### src/rtl/mc_pkg.sv
// Shared types and encodings for the multi-cycle RV32I control path.
package mc_pkg;

  // Controller states; 16 states fill the 4-bit encoding exactly.
  typedef enum logic [3:0] {
    ST_FETCH    = 4'd0,
    ST_DECODE   = 4'd1,
    ST_MEMADR   = 4'd2,
    ST_MEMREAD  = 4'd3,
    ST_MEMWB    = 4'd4,
    ST_MEMWRITE = 4'd5,
    ST_EXECR    = 4'd6,
    ST_EXECI    = 4'd7,
    ST_ALUWB    = 4'd8,
    ST_BRANCH   = 4'd9,
    ST_JAL      = 4'd10,
    ST_JALR     = 4'd11,
    ST_JALRPC   = 4'd12,
    ST_AUIPC    = 4'd13,
    ST_LUI      = 4'd14,
    ST_TRAP     = 4'd15
  } state_t;

  // Supported opcodes.
  localparam logic [6:0] OP_LOAD   = 7'b0000011;
  localparam logic [6:0] OP_STORE  = 7'b0100011;
  localparam logic [6:0] OP_RTYPE  = 7'b0110011;
  localparam logic [6:0] OP_ITYPE  = 7'b0010011;
  localparam logic [6:0] OP_BRANCH = 7'b1100011;
  localparam logic [6:0] OP_JAL    = 7'b1101111;
  localparam logic [6:0] OP_JALR   = 7'b1100111;
  localparam logic [6:0] OP_AUIPC  = 7'b0010111;
  localparam logic [6:0] OP_LUI    = 7'b0110111;

  // Result mux.
  localparam logic [1:0] RES_ALUOUT    = 2'b00;
  localparam logic [1:0] RES_MEMDATA   = 2'b01;
  localparam logic [1:0] RES_ALURESULT = 2'b10;

  // ALU operand A mux.
  localparam logic [1:0] SRCA_PC    = 2'b00;
  localparam logic [1:0] SRCA_OLDPC = 2'b01;
  localparam logic [1:0] SRCA_RS1   = 2'b10;
  localparam logic [1:0] SRCA_ZERO  = 2'b11;

  // ALU operand B mux.
  localparam logic [1:0] SRCB_RS2  = 2'b00;
  localparam logic [1:0] SRCB_IMM  = 2'b01;
  localparam logic [1:0] SRCB_FOUR = 2'b10;

  // ALU operation class.
  localparam logic [1:0] ALUOP_ADD    = 2'b00;
  localparam logic [1:0] ALUOP_BRANCH = 2'b01;
  localparam logic [1:0] ALUOP_FUNCT  = 2'b10;

  // Immediate format.
  localparam logic [2:0] IMM_I = 3'b000;
  localparam logic [2:0] IMM_S = 3'b001;
  localparam logic [2:0] IMM_B = 3'b010;
  localparam logic [2:0] IMM_J = 3'b011;
  localparam logic [2:0] IMM_U = 3'b100;

endpackage

### src/rtl/imm_src_decoder.sv
// Opcode -> immediate format, plus a flag saying the opcode is supported.
module imm_src_decoder
  import mc_pkg::*;
(
  input  logic [6:0] op_i,
  output logic [2:0] imm_src_o,
  output logic       legal_o
);

  // Pure lookup; unsupported opcodes fall back to I format and clear legal_o.
  always_comb begin
    imm_src_o = IMM_I;
    legal_o   = 1'b1;
    case (op_i)
      OP_LOAD, OP_JALR, OP_ITYPE, OP_RTYPE: imm_src_o = IMM_I;
      OP_STORE:                             imm_src_o = IMM_S;
      OP_BRANCH:                            imm_src_o = IMM_B;
      OP_JAL:                               imm_src_o = IMM_J;
      OP_AUIPC, OP_LUI:                     imm_src_o = IMM_U;
      default:                              legal_o   = 1'b0;
    endcase
  end

endmodule

### src/rtl/multicycle_controller.sv
// Multi-cycle control FSM: per-state datapath selects, memory wait states,
// sticky illegal-opcode trap and a retired-instruction counter.
module multicycle_controller
  import mc_pkg::*;
#(
  parameter int unsigned CNT_W = 32
) (
  input  logic             clk,
  input  logic             rst,
  input  logic [6:0]       op,
  input  logic             Zero,
  input  logic             mem_ready,
  output logic             mem_req,
  output logic             AdrSrc,
  output logic             IRWrite,
  output logic             PCWrite,
  output logic             MemWrite,
  output logic             RegWrite,
  output logic [1:0]       ResultSrc,
  output logic [1:0]       ALUSrcA,
  output logic [1:0]       ALUSrcB,
  output logic [1:0]       ALUOp,
  output logic [2:0]       ImmSrc,
  output logic             Illegal,
  output logic [CNT_W-1:0] InstrRet
);

  state_t             state_q, state_d;
  logic               illegal_q;
  logic [CNT_W-1:0]   instr_ret_q;
  logic               retire_c;
  logic               legal_c;

  imm_src_decoder u_imm_src_decoder (
    .op_i      (op),
    .imm_src_o (ImmSrc),
    .legal_o   (legal_c)
  );

  assign Illegal  = illegal_q;
  assign InstrRet = instr_ret_q;

  // State register.
  always_ff @(posedge clk) begin
    if (rst) state_q <= ST_FETCH;
    else     state_q <= state_d;
  end

  // Sticky trap flag and retire counter; the flag rises on entry to TRAP.
  always_ff @(posedge clk) begin
    if (rst) begin
      illegal_q   <= 1'b0;
      instr_ret_q <= '0;
    end else begin
      if (state_d == ST_TRAP) illegal_q <= 1'b1;
      if (retire_c)           instr_ret_q <= instr_ret_q + CNT_W'(1);
    end
  end

  // Next-state logic.
  always_comb begin
    state_d = state_q;
    case (state_q)
      ST_FETCH:    if (mem_ready) state_d = ST_DECODE;
      ST_DECODE: begin
        if (!legal_c) begin
          state_d = ST_TRAP;
        end else begin
          case (op)
            OP_LOAD, OP_STORE: state_d = ST_MEMADR;
            OP_RTYPE:          state_d = ST_EXECR;
            OP_ITYPE:          state_d = ST_EXECI;
            OP_BRANCH:         state_d = ST_BRANCH;
            OP_JAL:            state_d = ST_JAL;
            OP_JALR:           state_d = ST_JALR;
            OP_AUIPC:          state_d = ST_AUIPC;
            OP_LUI:            state_d = ST_LUI;
            default:           state_d = ST_TRAP;
          endcase
        end
      end
      ST_MEMADR:   state_d = op[5] ? ST_MEMWRITE : ST_MEMREAD;
      ST_MEMREAD:  if (mem_ready) state_d = ST_MEMWB;
      ST_MEMWB:    state_d = ST_FETCH;
      ST_MEMWRITE: if (mem_ready) state_d = ST_FETCH;
      ST_EXECR:    state_d = ST_ALUWB;
      ST_EXECI:    state_d = ST_ALUWB;
      ST_ALUWB:    state_d = ST_FETCH;
      ST_BRANCH:   state_d = ST_FETCH;
      ST_JAL:      state_d = ST_ALUWB;
      ST_JALR:     state_d = ST_JALRPC;
      ST_JALRPC:   state_d = ST_ALUWB;
      ST_AUIPC:    state_d = ST_ALUWB;
      ST_LUI:      state_d = ST_ALUWB;
      ST_TRAP:     state_d = ST_TRAP;
      default:     state_d = ST_FETCH;
    endcase
  end

  // Per-state outputs; reset forces every enable and the retire strobe low.
  always_comb begin
    mem_req   = 1'b0;
    AdrSrc    = 1'b0;
    IRWrite   = 1'b0;
    PCWrite   = 1'b0;
    MemWrite  = 1'b0;
    RegWrite  = 1'b0;
    ResultSrc = RES_ALUOUT;
    ALUSrcA   = SRCA_PC;
    ALUSrcB   = SRCB_RS2;
    ALUOp     = ALUOP_ADD;
    retire_c  = 1'b0;
    case (state_q)
      ST_FETCH: begin
        mem_req   = 1'b1;
        ALUSrcB   = SRCB_FOUR;
        ResultSrc = RES_ALURESULT;
        IRWrite   = mem_ready;
        PCWrite   = mem_ready;
      end
      ST_DECODE: begin
        ALUSrcA = SRCA_OLDPC;
        ALUSrcB = SRCB_IMM;
      end
      ST_MEMADR: begin
        ALUSrcA = SRCA_RS1;
        ALUSrcB = SRCB_IMM;
      end
      ST_MEMREAD: begin
        mem_req = 1'b1;
        AdrSrc  = 1'b1;
      end
      ST_MEMWB: begin
        ResultSrc = RES_MEMDATA;
        RegWrite  = 1'b1;
        retire_c  = 1'b1;
      end
      ST_MEMWRITE: begin
        mem_req  = 1'b1;
        AdrSrc   = 1'b1;
        MemWrite = mem_ready;
        retire_c = mem_ready;
      end
      ST_EXECR: begin
        ALUSrcA = SRCA_RS1;
        ALUOp   = ALUOP_FUNCT;
      end
      ST_EXECI: begin
        ALUSrcA = SRCA_RS1;
        ALUSrcB = SRCB_IMM;
        ALUOp   = ALUOP_FUNCT;
      end
      ST_ALUWB: begin
        RegWrite = 1'b1;
        retire_c = 1'b1;
      end
      ST_BRANCH: begin
        ALUSrcA  = SRCA_RS1;
        ALUOp    = ALUOP_BRANCH;
        PCWrite  = Zero;
        retire_c = 1'b1;
      end
      ST_JAL, ST_JALRPC: begin
        ALUSrcA = SRCA_OLDPC;
        ALUSrcB = SRCB_FOUR;
        PCWrite = 1'b1;
      end
      ST_JALR: begin
        ALUSrcA = SRCA_RS1;
        ALUSrcB = SRCB_IMM;
      end
      ST_AUIPC: begin
        ALUSrcA = SRCA_OLDPC;
        ALUSrcB = SRCB_IMM;
      end
      ST_LUI: begin
        ALUSrcA = SRCA_ZERO;
        ALUSrcB = SRCB_IMM;
      end
      ST_TRAP: ;
      default: ;
    endcase
    if (rst) begin
      mem_req  = 1'b0;
      IRWrite  = 1'b0;
      PCWrite  = 1'b0;
      MemWrite = 1'b0;
      RegWrite = 1'b0;
      retire_c = 1'b0;
    end
  end

endmodule
### config.mk
export PLATFORM = sky130hd
export DESIGN_NAME = multicycle_controller
export DESIGN_NICKNAME = d
export VERILOG_FILES = /design/src/rtl/mc_pkg.sv /design/src/rtl/imm_src_decoder.sv /design/src/rtl/multicycle_controller.sv
export SDC_FILE = /design/constraint.sdc
export NUM_CORES = 1
export LEC_CHECK = 0
export BUFFER_PORTS_ARGS = -buffer_cell sky130_fd_sc_hd__buf_2
export CELL_PAD_IN_SITES_DETAIL_PLACEMENT = 0
export CELL_PAD_IN_SITES_GLOBAL_PLACEMENT = 1
export CORE_MARGIN = 2
export CORE_UTILIZATION = 41
export CTS_CLUSTER_SIZE = 20
export DETAILED_ROUTE_END_ITERATION = 16
export PLACE_DENSITY = 0.92
export SYNTH_ARGS = -nofsm -noshare
export SYNTH_HDL_FRONTEND = slang
export SYNTH_HIERARCHICAL = 1
export SYNTH_SLANG_ARGS = --single-unit
### constraint.sdc
create_clock -name clk -period 3.91 [get_ports clk]
set_input_delay 0.1955 -clock clk [delete_from_list [all_inputs] [get_ports clk]]
set_output_delay 0.1955 -clock clk [all_outputs]
set_load 0.05 [all_outputs]
==> summary.md, run 1 <==
| Metric | Value |
|---|---|
| Critical path capture point type | register |
| Deepest clock path buffer count | 2 |
| Final setup violation count | 0 |
| Slowest CP cell | dfxtp_1 |
| Placed Area | 2590 sq um |
| Commonest register cell after synthesis | dfxtp_1 |
| Hold WS | 0.317 ns |
| CTS clk-pin slew, worst paths | 0.08 ns |
| Most common cell after layout, fill and taps aside | buf_2 |
| Hold Path Class | input pin to register |
| Syn nets | 293 |
| Clock sinks | 37 |
| Setup bufs post-CTS | 0 |
| Tot GR Track Use | 0.182 |
| Synth area leaders | dfxtp_1 (33%), a21oi_1 (5.3%), xor2_1 (5.0%), nor2_1 (4.3%), or3_1 (3.9%) |
| CTS tree | built |
| CP Cell Sequence | nand2b_2 > o21ai_4 > nand4_4 > or4_1 > a21oi_1 |
| Buf/Inv on CP | 0 |
| Met1 wire length | 2.66 mm |
| Crit path largest cell delay | 0.57 ns |
| Num CTS Buffers | 5 |
| Final #Nets | 346 |
| Met2 wire length | 2.42 mm |
| Vias in the first global route | 2031 |
| Reg area | 741 sq um |
| Share of layout cells above drive strength 1 | 0.239 |
| Number of DRC markers in iteration 0 | 80 |
| CP required | 4.14 ns |
| Final hold violations | 0 |
| Row Count | 27 |
| Top sig layer | met4 |
| Clock root cell | clkbuf_8 |
| CTS hold repair buffers | 0 |
| Most frequent cells in the layout | buf_2 (60), dfxtp_1 (37), nor2_1 (26) |
| Vias per cell | 5.55 |
| Critical Path Fanout Max | 18 |
| Yosys top cell area share | 0.328 |
| Startpoint Class | register |
| Drt pass-1 iters | 4 |
| Total grt overflow | 0 |
| Slew @ Worst Pin | 0.689 ns |
| Initial antenna violation count | 0 |
| Post-synthesis register bit count | 37 |
| Outcome | complete, no violations |
| Type of the worst setup path | register to register |
| TNS Setup | 0 ns |
| EDFF count, synth | 0 |
| DP HPWL | 3.82 mm |
| Routability congestion estimate | 0.837 |
| Rel. slew slack | 0.541 |
| Synth Warn # | 6 |
| Delay-heaviest family, CP | simple AND/OR/NAND/NOR gates |
| Worst clock skew | 0.0103 ns |
| Final Cell Area | 2680 sq um |
| DR WL met3 | 271 microns |
| Leak Pwr | 1.09 nW |
| Detailed-route wire length | 5.40 mm |
| Clk_lat worst skew | 0.29 ns |
| Die Width | 78.2 microns |
| Antenna-violating nets left | 0 |
| Synth Instances | 281 |
| Multi-input gate area | 1430 sq um |
| Maxcap violations | 0 |
| Setup repair after global routing missed its margin | false |
| Syn avg cell area | 8.03 sq um |
| Filler cells | 577 |
| Core Area | 5410 sq um |
| Mapped Area | 2260 sq um |
| Wire per inst | 13.3 microns |
| # DRC | 0 |
| Synth cell types | 58 |
| Post-cts resize count | 0 |
| Num ports | 61 |
| Yosys top cell by area | dfxtp_1 |
| Max Freq | 444 MHz |
| Buffers on Ports | 60 |
| CP arrival | 2.48 ns |
| Vias | 2259 |
| Largest net degree at the start of global routing | 38 |
| H-Tree Level Count | 2 |
| Pwr Density | 277 nW/um^2 |
| Die Area | 6110 sq um |
| Die Y | 78.2 microns |
| Overall Power | 0.000741 W |
| Ant diodes | 0 |
| Share of flip-flops with an asynchronous set or reset | 0 |
| Slew Limit Fails | 0 |
| Effective utilization at floorplan | 0.418 |
| Fin crit period | 2.25 ns |
| Crit share post-route | 0.575 |
| Sequential share of the synthesized area | 0.328 |
| Max VDD drop | 0.000128 V |
| Area growth syn-to-layout | 18.5% |
| First-pass GRT wire length | 9.20 mm |
==> routing by layer <==
layer | global-route usage | vias up
li1 | - | 1159
met1 | 0.247 | 1045
met2 | 0.286 | 50
met3 | 0.0494 | 5
met4 | 0.0456 | 0
met5 | 0 | -
==> area by class of cell <==
type | instances | share of cell area
repair buffers | 60 | 0.112
well taps | 72 | 0.0337
inverters | 8 | 0.0112
multi-input cells | 222 | 0.534
clock inverters | 3 | 0.00655
clock buffers | 5 | 0.0257
flip-flops and latches | 37 | 0.277
==> worst register-to-register path, delay by kind of cell (launching register included) <==
| family | cells | cell delay, ns |
|---|---|---|
| AND/OR/NAND/NOR | 3 | 1.05 |
| AO/OA/AOI/OAI | 2 | 0.57 |
| flip-flops | 1 | 0.57 |
==> metrics by stage <==
step / setup WS [ns] / util / cells
6_report: 1.66 / 0.495 / 407
5_1_grt: 1.45 / 0.495 / 407
4_1_cts: 1.67 / 0.495 / 407
3_5_place_dp: 1.69 / 0.479 / 399
3_3_place_gp: 1.75 / 0.479 / 399
2_1_floorplan: 1.53 / - / 281
==> power breakdown <==
| group | leakage, nW | switching [W] | internal (W) |
|---|---|---|---|
| clock network | 0.0439 | 0.000141 | 0.000123 |
| registers | 0.298 | 0.00000585 | 0.000378 |
| logic | 0.746 | 0.0000665 | 0.0000264 |
| total | 1.09 | 0.000213 | 0.000528 |
==> cell families after synthesis <==
logic type	Yosys count	share of synthesized area
compound gates	67	0.192
xor+xnor	16	0.0621
fa+ha+maj	1	0.00554
buf+inv	22	0.0394
flops	37	0.328
mux	1	0.00443
simple gates	137	0.369
==> sequential cells by signal, summed over array words and instances (netlist names) <==
register,flops
state_q,4
InstrRet,32
Illegal,1
==> worst paths after layout <==
check / startpoint / end / slack, ns / depth (start not counted)
max reg2reg: state_q[2] / InstrRet[24] / 1.66 / 5
min reg2reg: Illegal / Illegal / 0.49 / 1
min: mem_ready / state_q[0] / 0.32 / 3
max: state_q[2] / InstrRet[24] / 1.66 / 5
==> Yosys cell counts, types with 3 or more instances <==
library cell  instances
a21oi_1              24
and2_1                5
and3_1                5
and4_1                5
buf_2                 5
clkbuf_1              8
dfxtp_1              37
inv_1                 7
nand2_1              17
nand2b_1              4
nand3_1              17
nand3b_1              3
nand4_1               7
nor2_1               26
nor2b_1               5
nor3_1                4
o21ai_0              15
o31ai_1               6
or3_1                14
or4_1                 6
xnor2_1               3
xor2_1               13
Note: power is estimated with default switching activity, not from simulation.
==> inputs of run 2 (changes only) <==
--- a/config.mk
+++ b/config.mk
@@ -9,10 +9,10 @@
 export CELL_PAD_IN_SITES_DETAIL_PLACEMENT = 0
 export CELL_PAD_IN_SITES_GLOBAL_PLACEMENT = 1
 export CORE_MARGIN = 2
-export CORE_UTILIZATION = 41
+export CORE_UTILIZATION = 34
 export CTS_CLUSTER_SIZE = 20
 export DETAILED_ROUTE_END_ITERATION = 16
-export PLACE_DENSITY = 0.92
+export PLACE_DENSITY = 0.82
 export SYNTH_ARGS = -nofsm -noshare
 export SYNTH_HDL_FRONTEND = slang
 export SYNTH_HIERARCHICAL = 1
==> constraint.sdc (replaced) <==
create_clock -name clk -period 2.05 [get_ports clk]
set_input_delay 0.1025 -clock clk [delete_from_list [all_inputs] [get_ports clk]]
set_output_delay 0.1025 -clock clk [all_outputs]
set_load 0.05 [all_outputs]
==> run 2 against run 1 <==
Utilization down 5.9 points. Clock-buffer cell count up 2. Non-clock buffer count up 11. Clock power up 92%. Hold slack worse by 0.10 ns. Via count up 1.3%. Routed wire length up 7.2%. Combinational power up 110%. Setup slack worse by 1.5 ns. Critical path depth up 2. Final area up 4.0%. Sequential cell count unchanged.
==> summary.md, run 2 (synthesis results as in run 1) <==
| Metric | Value |
|---|---|
| CTS hold repair buffers | 0 (unchanged) |
| Hold worst-path end | state_q[0] |
| Detailed-route wire length | 5.79 mm (+7.2%) |
| Drt pass-1 iters | 4 (unchanged) |
| CTS clk-pin slew, worst paths | 0.06 ns (-0.02 ns) |
| CP arrival | 1.83 ns (-0.65 ns) |
| Critical path capture point type | primary output |
| Overall Power | 0.00143 W (+92%) |
| Die Y | 85.5 microns (+9.3%) |
| Top cell by count, worst path | a211oi_1 |
| Outcome | complete, no violations |
| Rel. slew slack | 0.675 (+0.135) |
| Most frequent cells in the layout | buf_2 (60), dfxtp_1 (34), a21oi_1 (24), nor2_1 (24) |
| Routability congestion estimate | 0.806 (-3.6%) |
| Core Area | 6390 sq um (+18%) |
| Max Freq | 517 MHz |
| CP Cell Sequence | buf_4 > and2_1 > a211oi_1 > a211oi_1 > a21oi_1 > nor2_1 > buf_2 |
| R2r endpoint | InstrRet[18] |
| Slew Limit Fails | 0 (unchanged) |
| Num ports | 61 (unchanged) |
| Setup repair after global routing missed its margin | false |
| Most common cell after layout, fill and taps aside | buf_2 |
| H-Tree Level Count | 2 (unchanged) |
| Number of DRC markers in iteration 0 | 71 (-11%) |
| Tot GR Track Use | 0.158 (-0.0237) |
| Die Area | 7310 sq um (+20%) |
| First-pass GRT wire length | 9.67 mm (+5.1%) |
| Type of the worst setup path | register to primary output |
| CP required | 1.95 ns (-2.19 ns) |
| Leak Pwr | 1.14 nW (+5.2%) |
| Area growth syn-to-layout | 23.2% |
| WHS Path Cells | 3 (unchanged) |
| Worst min-delay path startpoint | mem_ready |
| Worst clock skew | 0.00524 ns (-0.00502 ns) |
| Fin crit period | 1.93 ns |
| Deepest clock path buffer count | 2 (unchanged) |
| Pwr Density | 512 nW/um^2 (+85%) |
| Antenna-violating nets left | 0 (unchanged) |
| Final hold violations | 0 (unchanged) |
| Slew @ Worst Pin | 0.486 ns (-0.203 ns) |
| Delay-heaviest family, CP | buffers and inverters |
| Buf/Inv on CP | 2 (+2) |
| Num CTS Buffers | 5 (unchanged) |
| TNS Setup | 0 ns (unchanged) |
| DP HPWL | 4.09 mm (+7.2%) |
| Maxcap violations | 0 (unchanged) |
| Largest net degree at the start of global routing | 37 (-2.6%) |
| Crit share post-route | 0.943 |
| Slowest CP cell | dfxtp_1 |
| Max VDD drop | 0.000338 V (+160%) |
| Final setup violation count | 0 (unchanged) |
| Ant diodes | 0 (unchanged) |
| Hold Path Class | input pin to register |
| R2r worst-path depth | 7 (+2) |
| Die Width | 85.5 microns (+9.3%) |
| R2r setup slk | 0.16 ns (-1.50 ns) |
| Clock root cell | clkbuf_8 |
| Final #Nets | 357 (+3.2%) |
| Reg-to-reg startpoint | InstrRet[0] |
| Crit path largest cell delay | 0.36 ns (-0.21 ns) |
| Row Count | 29 (+7.4%) |
| Startpoint Class | register |
| Clock sinks | 37 (unchanged) |
| Clk_lat worst skew | 0.28 ns (about the same) |
| Share of layout cells above drive strength 1 | 0.278 (+0.0395) |
| Initial antenna violation count | 0 (unchanged) |
| Max FFs per register | 32 (unchanged) |
| CTS tree | built |
| Vias in the first global route | 2084 (+2.6%) |
| Critical Path Fanout Max | 11 (-7) |
| Buffers on Ports | 60 (unchanged) |
| # DRC | 0 (unchanged) |
| Total grt overflow | 0 (unchanged) |
| Vias per cell | 5.42 (-2.3%) |
| Vias | 2289 (+1.3%) |
| Wire per inst | 13.7 microns (+3.4%) |
| Effective utilization at floorplan | 0.353 (-0.0641) |
| Filler cells | 661 (+15%) |
[run 2: changes by cell type in the layout (fill, tap and decap cells not counted), moves of 2 or more]
cell and delta:
dfxtp_2 +3, dfxtp_1 -3, nor2_1 -2, clkinv_2 -2
buf_4 +11, nor2_2 +2
[run 2: worst max-delay path by stage]
stage / to / from / slack [ns] / cells after the start
2_1_floorplan: ALUSrcB[0] / state_q[2] / 0.006 / 4
3_5_place_dp: InstrRet[18] / InstrRet[0] / 0.18 / 7
6_report: PCWrite / state_q[2] / 0.12 / 7
3_3_place_gp: InstrRet[18] / InstrRet[1] / 0.20 / 7
5_1_grt: PCWrite / state_q[2] / 0.006 / 7
4_1_cts: PCWrite / state_q[2] / 0.04 / 7
[run 2: area by class of cell]
class / instances / area [sq um] / share of cell area
Multi-Input combinational cell: 222 / 1440 / 0.518
Sequential cell: 37 / 744 / 0.268
Timing Repair Buffer: 71 / 383 / 0.138
Tap cell: 77 / 96.3 / 0.0346
Clock buffer: 7 / 86.3 / 0.0310
Inverter: 8 / 30.0 / 0.0108
[run 2: repair_timing]
item	CTS	global route
buffers inserted	0	0
resized for setup	0	3
setup endpoints to repair	0	3
[run 2: per-layer routing]
| layer | GRT usage | up-vias | wire length, microns |
|---|---|---|---|
| li1 | - | 1169 | - |
| met2 | 0.259 | 53 | 2630 |
| met5 | 0 | - | 0 |
| met1 | 0.215 | 1061 | 2860 |
| met4 | 0.0433 | 0 | 59 |
| met3 | 0.0253 | 6 | 233 |
[run 2: worst min-delay path: stages]
cell     delay, ns
buf_2         0.14
o21ai_0       0.16
a31oi_1       0.05
[run 2: per-stage QoR]
stage / hold slack (ns) / util / setup WS, ns / area [sq um] / cells
after global placement: 0.458 / 0.421 / 0.203 / 2690 / 415
after floorplan: 0.289 / - / 0.00592 / 2270 / 281
after detailed placement: 0.461 / 0.421 / 0.178 / 2690 / 415
after CTS: 0.212 / 0.435 / 0.0411 / 2780 / 422
final: 0.217 / 0.436 / 0.116 / 2780 / 422
after global routing: 0.243 / 0.436 / 0.00553 / 2780 / 422
[run 2: power by group]
part	switching, W	leakage [nW]	internal [W]
clock	0.000240	0.0443	0.000267
sequential	0.00000345	0.300	0.000722
combinational	0.000137	0.800	0.0000558
